**src/rtl/rom_player_pkg.sv**
```systemverilog
// Shared constants for the ROM playback sequencer: modes, FSM states, legal read latency.
// No logic, no latency, no flow control.
package rom_player_pkg;

  localparam logic [1:0] MODE_LOOP     = 2'd0;
  localparam logic [1:0] MODE_ONESHOT  = 2'd1;
  localparam logic [1:0] MODE_PINGPONG = 2'd2;

  typedef enum logic [1:0] {
    ST_IDLE,
    ST_RUN,
    ST_DRAIN
  } state_t;

  localparam int RD_LAT_MIN = 1;
  localparam int RD_LAT_MAX = 4;

  function automatic int clamp_rd_lat(input int lat);
    if (lat < RD_LAT_MIN) return RD_LAT_MIN;
    if (lat > RD_LAT_MAX) return RD_LAT_MAX;
    return lat;
  endfunction

endpackage

```
**src/rtl/rom_player_vpipe.sv**
```systemverilog
// Valid shift register tracking reads in flight; last stage is DEPTH cycles after push.
// No backpressure: every push emerges exactly DEPTH cycles later.
module rom_player_vpipe
  import rom_player_pkg::*;
#(
  parameter int DEPTH = RD_LAT_MIN
) (
  input  logic clk,
  input  logic rst,
  input  logic push,
  output logic last,
  output logic empty
);

  logic [DEPTH-1:0] sr;

  always_ff @(posedge clk) begin
    if (rst) begin
      sr <= '0;
    end else begin
      sr[0] <= push;
      for (int i = 1; i < DEPTH; i++) begin
        sr[i] <= sr[i-1];
      end
    end
  end

  assign last  = sr[DEPTH-1];
  assign empty = (sr == '0);

endmodule

```
**src/rtl/rom_player.sv**
```systemverilog
// ROM playback sequencer (loop/one-shot; ping-pong only with ROM_PINGPONG_EN), odata/ovalid RD_LAT cycles after rom_addr.
// No backpressure: consumers take every ovalid beat; stop halts issue and drains in-flight reads before done.
module rom_player
  import rom_player_pkg::*;
#(
  parameter int AW     = 8,
  parameter int DW     = 8,
  parameter int CW     = 2,
  parameter int DIVW   = 8,
  parameter int RD_LAT = 1
) (
  input  logic            clk,
  input  logic            rst,
  input  logic            start,
  input  logic            stop,
  input  logic [1:0]      mode,
  input  logic [AW-1:0]   addr_lo,
  input  logic [AW-1:0]   addr_hi,
  input  logic [AW-1:0]   step,
  input  logic [DIVW-1:0] div,
  output logic [AW-1:0]   rom_addr,
  input  logic [DW-1:0]   rom_q,
  output logic [DW-1:0]   odata,
  output logic            ovalid,
  output logic [CW-1:0]   cnt,
  output logic            busy,
  output logic            done
);

  localparam int LAT = clamp_rd_lat(RD_LAT);

  state_t          state;
  logic            launch;
  logic [1:0]      mode_r;
  logic [AW-1:0]   lo_r;
  logic [AW-1:0]   hi_r;
  logic [AW-1:0]   step_r;
  logic [DIVW-1:0] div_r;
  logic [DIVW-1:0] dcnt;

  logic [AW:0]     sum;
  logic [AW-1:0]   nxt_addr;
  logic            tick;
  logic            os_end;
  logic            issue;
  logic            pipe_last;
  logic            pipe_empty;

`ifdef ROM_PINGPONG_EN
  logic            dir_dn;
  logic            nxt_dn;
  logic            diff_ok;
`endif

  // One extra bit on the sum so crossing 2^AW is seen as overshooting addr_hi.
  always_comb begin
    sum      = {1'b0, rom_addr} + {1'b0, step_r};
    tick     = (state == ST_RUN) && (dcnt == div_r);
    os_end   = 1'b0;
    nxt_addr = rom_addr;
`ifdef ROM_PINGPONG_EN
    diff_ok  = (rom_addr >= step_r) && ((rom_addr - step_r) >= lo_r);
    nxt_dn   = dir_dn;
    if (dir_dn) begin
      if (diff_ok) begin
        nxt_addr = rom_addr - step_r;
      end else begin
        nxt_dn   = 1'b0;
        nxt_addr = (sum <= {1'b0, hi_r}) ? sum[AW-1:0] : hi_r;
      end
    end else
`endif
    if (sum <= {1'b0, hi_r}) begin
      nxt_addr = sum[AW-1:0];
    end else if (mode_r == MODE_ONESHOT) begin
      os_end = 1'b1;
    end
`ifdef ROM_PINGPONG_EN
    else if (mode_r == MODE_PINGPONG) begin
      nxt_dn   = 1'b1;
      nxt_addr = diff_ok ? (rom_addr - step_r) : lo_r;
    end
`endif
    else begin
      nxt_addr = lo_r;
    end
  end

  assign issue = launch | (tick & ~os_end);

  always_ff @(posedge clk) begin
    if (rst) begin
      state    <= ST_IDLE;
      launch   <= 1'b0;
      mode_r   <= MODE_LOOP;
      lo_r     <= '0;
      hi_r     <= '0;
      step_r   <= '0;
      div_r    <= '0;
      dcnt     <= '0;
      rom_addr <= '0;
      odata    <= '0;
      ovalid   <= 1'b0;
      cnt      <= '0;
      busy     <= 1'b0;
      done     <= 1'b0;
`ifdef ROM_PINGPONG_EN
      dir_dn   <= 1'b0;
`endif
    end else begin
      done   <= 1'b0;
      ovalid <= pipe_last;
      if (pipe_last) odata <= rom_q;

      case (state)
        ST_IDLE: begin
          if (launch) begin
            launch   <= 1'b0;
            state    <= ST_RUN;
            busy     <= 1'b1;
            rom_addr <= lo_r;
            cnt      <= CW'(1);
            dcnt     <= '0;
`ifdef ROM_PINGPONG_EN
            dir_dn   <= 1'b0;
`endif
          end else if (start && !stop && (addr_lo <= addr_hi)) begin
            launch <= 1'b1;
            mode_r <= mode;
            lo_r   <= addr_lo;
            hi_r   <= addr_hi;
            step_r <= (step == '0) ? AW'(1) : step;
            div_r  <= div;
          end
        end

        ST_RUN: begin
          if (tick) begin
            dcnt <= '0;
            if (!os_end) begin
              rom_addr <= nxt_addr;
              cnt      <= cnt + 1'b1;
`ifdef ROM_PINGPONG_EN
              dir_dn   <= nxt_dn;
`endif
            end
          end else begin
            dcnt <= dcnt + 1'b1;
          end
          if (stop || (tick && os_end)) state <= ST_DRAIN;
        end

        ST_DRAIN: begin
          if (pipe_empty) begin
            state <= ST_IDLE;
            busy  <= 1'b0;
            done  <= 1'b1;
          end
        end

        default: state <= ST_IDLE;
      endcase
    end
  end

  rom_player_vpipe #(
    .DEPTH(LAT)
  ) u_vpipe (
    .clk  (clk),
    .rst  (rst),
    .push (issue),
    .last (pipe_last),
    .empty(pipe_empty)
  );

endmodule

```
**config.mk**
```make
export PLATFORM = sky130hd
export DESIGN_NAME = rom_player
export DESIGN_NICKNAME = d
export VERILOG_FILES = /design/src/rtl/rom_player_pkg.sv /design/src/rtl/rom_player_vpipe.sv /design/src/rtl/rom_player.sv
export SDC_FILE = /design/constraint.sdc
export NUM_CORES = 1
export LEC_CHECK = 0
export BUFFER_PORTS_ARGS = -buffer_cell sky130_fd_sc_hd__buf_2
export CORE_MARGIN = 2
export CORE_UTILIZATION = 58
export CTS_BUF_LIST = sky130_fd_sc_hd__clkbuf_8
export DETAILED_ROUTE_END_ITERATION = 8
export PLACE_DENSITY = 0.81
export SLEW_MARGIN = 25
export SYNTH_ARGS = -nofsm -noshare
export SYNTH_HDL_FRONTEND = slang
export SYNTH_SLANG_ARGS = --single-unit
```
**constraint.sdc**
```tcl
create_clock -name clk -period 4.2 [get_ports clk]
set_input_delay 0.42 -clock clk [delete_from_list [all_inputs] [get_ports clk]]
set_output_delay 0.42 -clock clk [all_outputs]
set_load 0.05 [all_outputs]
```
# Yosys cells after proc, flatten, opt, wreduce, memory -nomap -nowiden
# Cells that the tools add are included.
# word_totals
wordCells	77
regBits	67
input_bits	46
output_inout_bits	21
memories	0
rom_bits	0
latchBits	0
mem_bits_rw	0
# op_classes
magnitude_cmp	2
shifts	0
n_mux	25
eq_ne	10
bitwise	5
mul	0
n_addsub	3
n_reduce_logical	17
div_mod_pow	0
# ops
cell	n
$mux W8	8
$pmux W8 S2	2
$mux W2	5
$add A8 B8 Y9	1
$le A9 B8 Y1	1
$reduce_and A3 Y1	3
$add A8 B1 Y8 const B	1
$eq A8 B8 Y1	1
$le A8 B8 Y1	1
$logic_not A8 Y1	1
$ne A2 B2 Y1 const B	4
$mux W1	7
$pmux W2 S3	1
$reduce_and A5 Y1	1
$eq A2 B1 Y1 const B	2
$logic_and A1 B1 Y1	4
$pmux W2 S2	1
$reduce_and A4 Y1	1
$reduce_bool A2 Y1	2
$ne A3 B3 Y1 const B	1
$not A1 Y1	3
$add A2 B1 Y2 const B	1
$eq A2 B2 Y1 const B	1
$logic_not A2 Y1	1
8 further kinds	8

# Depth between registers and ports, before layout
# Gate-level depths: netlist (run 1).
# logic_depth
ltp_word	7
mapped_depth	16
ltp_nobuf	15

# Modules after synthesis
# Synthesis (run 1) repeated with hierarchy kept, for this count alone.
# hier_totals
cells_unflattened	417
area_unflattened_um2	3569.7
# by_module_without_submodules
mod	instances	cells_per_inst	seq_area_each_um2	area_each_um2
rom_player	1	414	1321.3	3532.1
rom_player_vpipe	1	3	20.0	37.5

# Least setup slack after synthesis (run 1)
# No wires, ideal clock.
# synth_path
path_kind	flip-flop to flip-flop
startpoint	register rom_addr[0]
endpoint	register cnt[1]
period_less_slack_ps	3530
setup_slack_ps	670
setup_time_ps	80
n_path_buf	1
stages_incl_launch_ff	17
arrival_ps	3450
required_time_ps	4120
path_cell_list	dfxtp_1 > ha_1 > inv_1 > fa_1 > nand2b_1 > a21oi_1 > a211oi_2 > xnor2_1 > ha_1 > nand4_1 > or2_0 > a21oi_1 > o221ai_4 > a21boi_4 > buf_6 > nand3b_4 > a211oi_2
# synth_via
elab_chain_cells	5
# synth_lines
element	line	text
start, declared	rom_player.sv:21	output logic [AW-1:0] rom_addr,
start signal, assigned	rom_player.sv:121	rom_addr <= lo_r;
start signal, assigned	rom_player.sv:141	rom_addr <= nxt_addr;
$add A8 B8 Y9	rom_player.sv:57	sum = {1'b0, rom_addr} + {1'b0, step_r};
$le A9 B8 Y1	rom_player.sv:73	if (sum <= {1'b0, hi_r}) begin
$mux W1	rom_player.sv:73	
$ne A2 B2 Y1 (no line)	n/a	
$reduce_and A4 Y1 (no line)	n/a	
end signal, assigned	rom_player.sv:142	cnt <= cnt + 1'b1;
end, declared	rom_player.sv:25	output logic [CW-1:0] cnt,
# Every way passes these cells.
# A chain may end at the register's enable or synchronous reset.

# Worst setup path in the final report (run 1)
# Same ends and word-level chain as after synthesis.

==> results of run 1 <==
-- report_power, final --
| group | internal, µW | leakage, µW | switching, µW | total, µW |
|---|---|---|---|---|
| combinational | 140 | 0.00116 | 236 | 376 |
| clock | 363 | 0.000115 | 240 | 604 |
| sequential | 667 | 0.000544 | 25.2 | 692 |
| total | 1170 | 0.00181 | 502 | 1670 |
-- synthesized netlist by cell type, types with 2 or more instances --
master | count | area (µm²)
sky130_fd_sc_hd__buf_1 | 2 | 7.51
sky130_fd_sc_hd__nor3_1 | 4 | 20.0
sky130_fd_sc_hd__a211oi_2 | 9 | 113
sky130_fd_sc_hd__dfxtp_1 | 67 | 1340
sky130_fd_sc_hd__ha_1 | 25 | 313
sky130_fd_sc_hd__nand3_1 | 39 | 195
sky130_fd_sc_hd__nor2_1 | 36 | 135
sky130_fd_sc_hd__clkbuf_1 | 17 | 63.8
sky130_fd_sc_hd__buf_6 | 2 | 22.5
sky130_fd_sc_hd__a21oi_1 | 47 | 235
sky130_fd_sc_hd__nor4_1 | 3 | 18.8
sky130_fd_sc_hd__buf_2 | 3 | 15.0
sky130_fd_sc_hd__a21o_1 | 4 | 30.0
sky130_fd_sc_hd__nand2b_1 | 7 | 43.8
sky130_fd_sc_hd__o21ai_0 | 38 | 190
sky130_fd_sc_hd__xor2_1 | 14 | 123
sky130_fd_sc_hd__nor4_2 | 2 | 25.0
sky130_fd_sc_hd__a31oi_1 | 2 | 12.5
sky130_fd_sc_hd__o211ai_1 | 2 | 15.0
sky130_fd_sc_hd__a22oi_1 | 2 | 15.0
sky130_fd_sc_hd__nor2b_1 | 2 | 12.5
sky130_fd_sc_hd__and3_2 | 2 | 15.0
sky130_fd_sc_hd__o21a_1 | 4 | 30.0
sky130_fd_sc_hd__or2_2 | 2 | 12.5
sky130_fd_sc_hd__nand4_1 | 5 | 31.3
sky130_fd_sc_hd__xnor2_1 | 6 | 52.6
sky130_fd_sc_hd__mux2i_1 | 16 | 160
sky130_fd_sc_hd__inv_1 | 24 | 90.1
sky130_fd_sc_hd__o21bai_1 | 2 | 15.0
sky130_fd_sc_hd__nand2_1 | 12 | 45.0
-- worst max path at each step --
stage | slack, ns | start | endpoint | cells past startpoint
2_1_floorplan | 0.67 | rom_addr[0] | cnt[1] | 16
3_3_place_gp | 0.64 | rom_addr[0] | cnt[0] | 15
3_5_place_dp | 0.47 | rom_addr[0] | cnt[1] | 15
4_1_cts | 0.44 | rom_addr[0] | cnt[1] | 15
5_1_grt | 0.09 | rom_addr[0] | cnt[1] | 15
6_report | 0.40 | rom_addr[0] | cnt[1] | 15
-- per-layer routing --
metal	track usage (%)	routed length [µm]
met1	33.8	3770
met2	39.5	3840
met3	5.47	517
met4	9.24	126
met5	0	0
-- cell type report --
| class | instances | area share (%) |
|---|---|---|
| multi-input combinational | 303 | 49.4 |
| sequential | 67 | 32.0 |
| timing repair buffer | 71 | 8.77 |
| clock buffer | 11 | 3.61 |
| inverter | 25 | 2.24 |
| tap | 75 | 2.24 |
| clock inverter | 4 | 1.76 |
-- flip-flops by register name (all words and copies together) (netlist names), 2 cells and up --
signal	flops
cnt	2
hi_r	8
div_r	8
rom_addr	8
lo_r	8
state	2
dcnt	8
step_r	8
odata	8
mode_r	2
-- through the flow --
step | hold WS [ns] | power (µW) | area (µm²) | worst slack (ns) | std cells
after global placement | 0.461 | 1070 | 3970 | 0.639 | 541
after global routing | 0.306 | 1750 | 4200 | 0.0949 | 556
after detailed placement | 0.470 | 1080 | 3970 | 0.472 | 541
after CTS | 0.299 | 1680 | 4200 | 0.440 | 556
after floorplan | 0.448 | 993 | 3640 | 0.670 | 421
final | 0.303 | 1670 | 4200 | 0.401 | 556
-- critical path, stage by stage, from the launching register on --
cell and delay, ns:
sky130_fd_sc_hd__dfxtp_1 0.36, sky130_fd_sc_hd__ha_1 0.19, sky130_fd_sc_hd__inv_1 0.06, sky130_fd_sc_hd__fa_1 0.38
sky130_fd_sc_hd__nand2b_1 0.17, sky130_fd_sc_hd__a21oi_1 0.17, sky130_fd_sc_hd__a211oi_2 0.10, sky130_fd_sc_hd__xnor2_1 0.23
sky130_fd_sc_hd__ha_1 0.30, sky130_fd_sc_hd__a22oi_1 0.19, sky130_fd_sc_hd__o211ai_1 0.12, sky130_fd_sc_hd__a31oi_1 0.29
sky130_fd_sc_hd__o221ai_4 0.20, sky130_fd_sc_hd__a21boi_4 0.58, sky130_fd_sc_hd__a21bo_2 0.25, sky130_fd_sc_hd__a211oi_2 0.06
-- kinds of logic after synthesis --
group | after synthesis | synth area share [%]
flip-flops | 67 | 36.9
multiplexers | 16 | 4.40
adder cells (fa/ha/maj) | 26 | 9.15
buffers and inverters | 51 | 6.09
AO/OA/AOI/OAI | 120 | 21.2
AND/OR/NAND/NOR | 121 | 17.4
XOR/XNOR | 20 | 4.82
==> run summary, run 1 <==
======================================================================================================
Post-synth net total                                                                               493
Number of buffers added for setup after CTS                                                          0
Via count of the routed design                                                                    3177
Post-synthesis instance total                                                                      421
Area overhead of the layout relative to synthesis                                                15.4%
Transition time of the tightest slew-check pin                                                0.993 ns
Number of fill cells                                                                               481
Count of buffers from port buffering                                                                66
Maximum number of pins on one net before global-route repair                                        45
Cell Rows                                                                                           28
Latest clock arrival within the worst-skew pair                                                0.35 ns
Mean post-synth cell area                                                                     8.64 µm²
Fraction of the yosys area taken by sequential cells                                             36.9%
Max Slew Vio Count                                                                                   0
Setup-failing EPs final                                                                              0
Post-Route Skew                                                                             0.00894 ns
Initial DRC Count                                                                                  205
Power Density                                                                               398 nW/µm²
Total clock sinks                                                                                   67
Final Core Density                                                                               70.1%
Total DRC errors in the routed layout                                                                0
Top-level I/O count                                                                                 67
Via count of the first global-routing pass                                                        3074
Synthesis warning total                                                                              0
Final Hold Fails                                                                                     0
Combined flip-flop and latch cell area                                                        1340 µm²
Commonest cells after routing, fill and taps aside                                        sky130_fd_sc_hd__dfxtp_1 (67), sky130_fd_sc_hd__buf_2 (66), sky130_fd_sc_hd__a21oi_1 (47)
Area of the mapped netlist                                                                    3640 µm²
Final-layout setup total negative slack                                                           0 ns
Leak                                                                                        0.00181 µW
Count of state elements after synthesis                                                             67
Start point of the worst hold path                                                            rom_q[3]
Die boundary width                                                                             83.2 µm
Remaining Overflow, GRT                                                                              0
Peak supply drop                                                                              0.224 mV
Final Routed Wirelength                                                                        8.25 mm
Cts bufs inserted                                                                                    9
Clock tree from TritonCTS                                                                          yes
Type of element launching the critical path                                                  flip-flop
Hold crit path type                                                                       input pin to flip-flop
Post-synthesis cell type count                                                                      51
Share of layout cells above drive strength 1                                                     23.1%
Register-to-register path setup slack                                                          0.40 ns
Overall die height                                                                             83.2 µm
Largest fanout of any net on the critical path                                                      20
Antenna violations before repair                                                                     0
Final worst path period share                                                                    90.5%
Setup repair after global routing missed its margin                                              false
Number of antenna cells inserted                                                                     0
Initial DRT Pass Iterations                                                                          4
Final ANT Viol Nets                                                                                  0
Placer congestion estimate                                                                       0.901
Area of the multi-input gates                                                                 2070 µm²
Routed length per placed instance                                                              14.8 µm
Cell at the root of the clock tree                                                        sky130_fd_sc_hd__clkbuf_8
Startpoint of the worst register-to-register path                                          rom_addr[0]
Async set-reset flop share out of synthesis                                                         0%
Post-synth EDFFs                                                                                     0
Most frequent standard cell in the layout excluding fill and tap cells                    sky130_fd_sc_hd__dfxtp_1
Data arrival time of the worst path                                                            4.00 ns
Initial core utilization                                                                         60.7%
Ys flop type                                                                              sky130_fd_sc_hd__dfxtp_1
Global-route wire length before repair                                                         14.2 mm
Max Clock Freq                                                                                 263 MHz
H-tree depth                                                                                         3
Post-CTS sizing                                                                                      0
Count of hold buffers inserted by post-cts repair                                                    0
CTS Buffer Depth                                                                                     2
Vias per Instance                                                                                 5.71
Classification of the worst setup path                                                    flip-flop to flip-flop
Worst Setup End Kind                                                                         flip-flop
Relative slew margins                                                                            33.8%
Final critical path time including I/O delays and setup                                        3.80 ns
End of the worst register-to-register path                                                      cnt[1]
R2R cell count                                                                                      15
Number of stages on the worst hold path                                                              3
Floorplan die area                                                                            6920 µm²
Total routing resource utilization after global routing                                          25.1%
Sum of net half-perimeters after detailed placement                                            6.05 mm
Clock transition at the register clock pins on the worst setup and hold paths after CTS        0.08 ns
Core outline area                                                                             5990 µm²
Crit path required time                                                                        4.40 ns
Number of nets in the finished design                                                              549
Maximum capacitance violations                                                                       0
End of the worst hold path                                                                    odata[3]
Status                                                                                       completed
======================================================================================================
(Power assumes the default switching activity.)
==> run 2: changes to the inputs <==
CORE_UTILIZATION = 56   (was 58)
CTS_BUF_LIST = unset   (was sky130_fd_sc_hd__clkbuf_8)
PLACE_DENSITY = 0.78   (was 0.81)
clock period = 4 ns   (was 4.2 ns; I/O delays follow)
==> run 2 against run 1 <==
Compared with the run above:
- hold slack worse by 0.025 ns
- first-iteration DRC count is 14% lower
- sequential power increased by 4.9%
- largest cell class unchanged
- largest power group unchanged
==> run summary, run 2 (synthesized netlist as in run 1, its figures left out) <==
======================================================================================================
Status                                                                                       completed   unchanged
Final setup slack of the worst path                                                           0.365 ns   was 0.401 ns
Commonest cells after routing, fill and taps aside                                        sky130_fd_sc_hd__dfxtp_1 (67), sky130_fd_sc_hd__buf_2 (66), sky130_fd_sc_hd__a21oi_1 (47)   unchanged
Final-layout setup total negative slack                                                           0 ns   unchanged
Initial DRC Count                                                                                  177   was 205
Floorplan die area                                                                            7160 µm²   was 6920 µm²
Cell Rows                                                                                           29   was 28
H-tree depth                                                                                         3   unchanged
Most frequent standard cell in the layout excluding fill and tap cells                    sky130_fd_sc_hd__dfxtp_1   unchanged
Cts bufs inserted                                                                                    9   unchanged
Setup-failing EPs final                                                                              0   unchanged
Die boundary width                                                                             84.6 µm   was 83.2 µm
Cell at the root of the clock tree                                                        sky130_fd_sc_hd__clkbuf_8   unchanged
Overall die height                                                                             84.6 µm   was 83.2 µm
Clock tree from TritonCTS                                                                          yes   unchanged
Hold crit path type                                                                       input pin to flip-flop   unchanged
CTS Buffer Depth                                                                                     2   unchanged
Clock transition at the register clock pins on the worst setup and hold paths after CTS        0.07 ns   was 0.08 ns
Post-CTS sizing                                                                                      0   unchanged
Total DRC errors in the routed layout                                                                0   unchanged
Number of nets in the finished design                                                              548   was 549
Max Slew Vio Count                                                                                   0   unchanged
Share of layout cells above drive strength 1                                                     23.5%   was 23.1%
Via count of the routed design                                                                    3141   was 3177
Antenna violations before repair                                                                     0   unchanged
Number of fill cells                                                                               552   was 481
Via count of the first global-routing pass                                                        2932   was 3074
Vias per Instance                                                                                 5.63   was 5.71
Power Density                                                                               408 nW/µm²   was 398 nW/µm²
Final cell count without fillers                                                                   558   was 556
Classification of the worst setup path                                                    flip-flop to flip-flop   unchanged
Initial core utilization                                                                         57.6%   was 60.7%
Crit path required time                                                                        4.27 ns   was 4.40 ns
Global-route wire length before repair                                                         13.6 mm   was 14.2 mm
Worst setup slack before clock tree synthesis                                                 0.420 ns   was 0.472 ns
Total clock sinks                                                                                   67   unchanged
Relative slew margins                                                                            57.6%   was 33.8%
Max Clock Freq                                                                                 275 MHz   was 263 MHz
Maximum capacitance violations                                                                       0   unchanged
Maximum number of pins on one net before global-route repair                                        37   was 45
Worst Setup End Kind                                                                         flip-flop   unchanged
Final ANT Viol Nets                                                                                  0   unchanged
Total routing resource utilization after global routing                                          23.6%   was 25.1%
Core outline area                                                                             6310 µm²   was 5990 µm²
Transition time of the tightest slew-check pin                                                0.636 ns   was 0.993 ns
Area overhead of the layout relative to synthesis                                                14.9%   was 15.4%
Launch point of the worst path                                                             rom_addr[0]   unchanged
Power after layout                                                                             1710 µW   was 1670 µW
Sum of net half-perimeters after detailed placement                                            5.71 mm   was 6.05 mm
Peak supply drop                                                                              0.287 mV   was 0.224 mV
Initial DRT Pass Iterations                                                                          4   unchanged
Top-level I/O count                                                                                 67   unchanged
Setup repair after global routing missed its margin                                              false   unchanged
Latest clock arrival within the worst-skew pair                                                0.35 ns   about the same
Post-Place Cells                                                                                   542   was 541
Remaining Overflow, GRT                                                                              0   unchanged
Placer congestion estimate                                                                       0.923   was 0.901
Post-Route Skew                                                                              0.0123 ns   was 0.00894 ns
Largest fanout of any net on the critical path                                                      16   was 20
Startpoint of the worst register-to-register path                                          rom_addr[0]   unchanged
Count of hold buffers inserted by post-cts repair                                                    0   unchanged
Start point of the worst hold path                                                            rom_q[6]   was rom_q[3]
Type of element launching the critical path                                                  flip-flop   unchanged
Final critical path time including I/O delays and setup                                        3.64 ns   was 3.80 ns
Final worst path period share                                                                    90.9%   was 90.5%
Routed length per placed instance                                                              14.3 µm   was 14.8 µm
Final Hold Fails                                                                                     0   unchanged
Number of antenna cells inserted                                                                     0   unchanged
Leak                                                                                        0.00180 µW   was 0.00181 µW
Number of buffers added for setup after CTS                                                          0   unchanged
Count of buffers from port buffering                                                                66   unchanged
Final Routed Wirelength                                                                        7.99 mm   was 8.25 mm
Data arrival time of the worst path                                                            3.90 ns   was 4.00 ns
======================================================================================================
==> run 2: cell count changes in the layout (fill, tap and decap cells not counted), sizes merged <==
cell / delta
inv: +1
bufinv: -1
clkinv: -1
clkinvlp: +2
buf: -1
==> run 2: per-layer routing <==
| layer | track usage [%] | wire length [µm] |
|---|---|---|
| met3 | 4.92 | 402 |
| met1 | 33.3 | 3830 |
| met2 | 35.1 | 3620 |
| met4 | 9.96 | 140 |
| met5 | 0 | 0 |
==> run 2: through the flow <==
| stage | hold slack, ns | cell area, µm² | util (%) |
|---|---|---|---|
| after floorplan | 0.448 | 3640 | - |
| after global placement | 0.461 | 3970 | 62.8 |
| after detailed placement | 0.469 | 3970 | 62.8 |
| after CTS | 0.269 | 4180 | 66.2 |
| after global routing | 0.288 | 4180 | 66.2 |
| final | 0.278 | 4180 | 66.2 |
==> run 2: final cells by class <==
type	count	area, µm²	area share (%)
Clock buffer	11	151	3.62
Tap cell	77	96.3	2.30
Inverter	25	93.8	2.24
Multi-Input combinational cell	303	2080	49.7
Sequential cell	67	1340	32.1
Clock inverter	5	58.8	1.41
Timing Repair Buffer	70	360	8.62
==> run 2: power breakdown <==
group / switching, µW / internal (µW)
Combinational: 248 / 146
Clock: 264 / 323
Sequential: 26.0 / 700
==> run 2: worst paths after layout <==
kind	to	cells past startpoint	slack, ns
hold reg to reg	mode_r[1]	2	0.48
setup reg to reg	rom_addr[3]	16	0.36
setup / recovery	rom_addr[3]	16	0.36
hold / removal	odata[6]	3	0.28
==> run 2: critical path, cell delays in order, from the launching register on <==
cell,delay [ns]
sky130_fd_sc_hd__dfxtp_1,0.36
sky130_fd_sc_hd__ha_1,0.18
sky130_fd_sc_hd__inv_1,0.06
sky130_fd_sc_hd__fa_1,0.38
sky130_fd_sc_hd__nand2b_1,0.17
sky130_fd_sc_hd__a21oi_1,0.16
sky130_fd_sc_hd__a211oi_2,0.09
sky130_fd_sc_hd__xnor2_1,0.23
sky130_fd_sc_hd__ha_1,0.31
sky130_fd_sc_hd__a22oi_1,0.18
sky130_fd_sc_hd__o211ai_1,0.12
sky130_fd_sc_hd__a31oi_1,0.32
sky130_fd_sc_hd__o221ai_4,0.21
sky130_fd_sc_hd__a21boi_4,0.25
sky130_fd_sc_hd__buf_4,0.27
sky130_fd_sc_hd__nor2_1,0.07
sky130_fd_sc_hd__a211oi_2,0.18
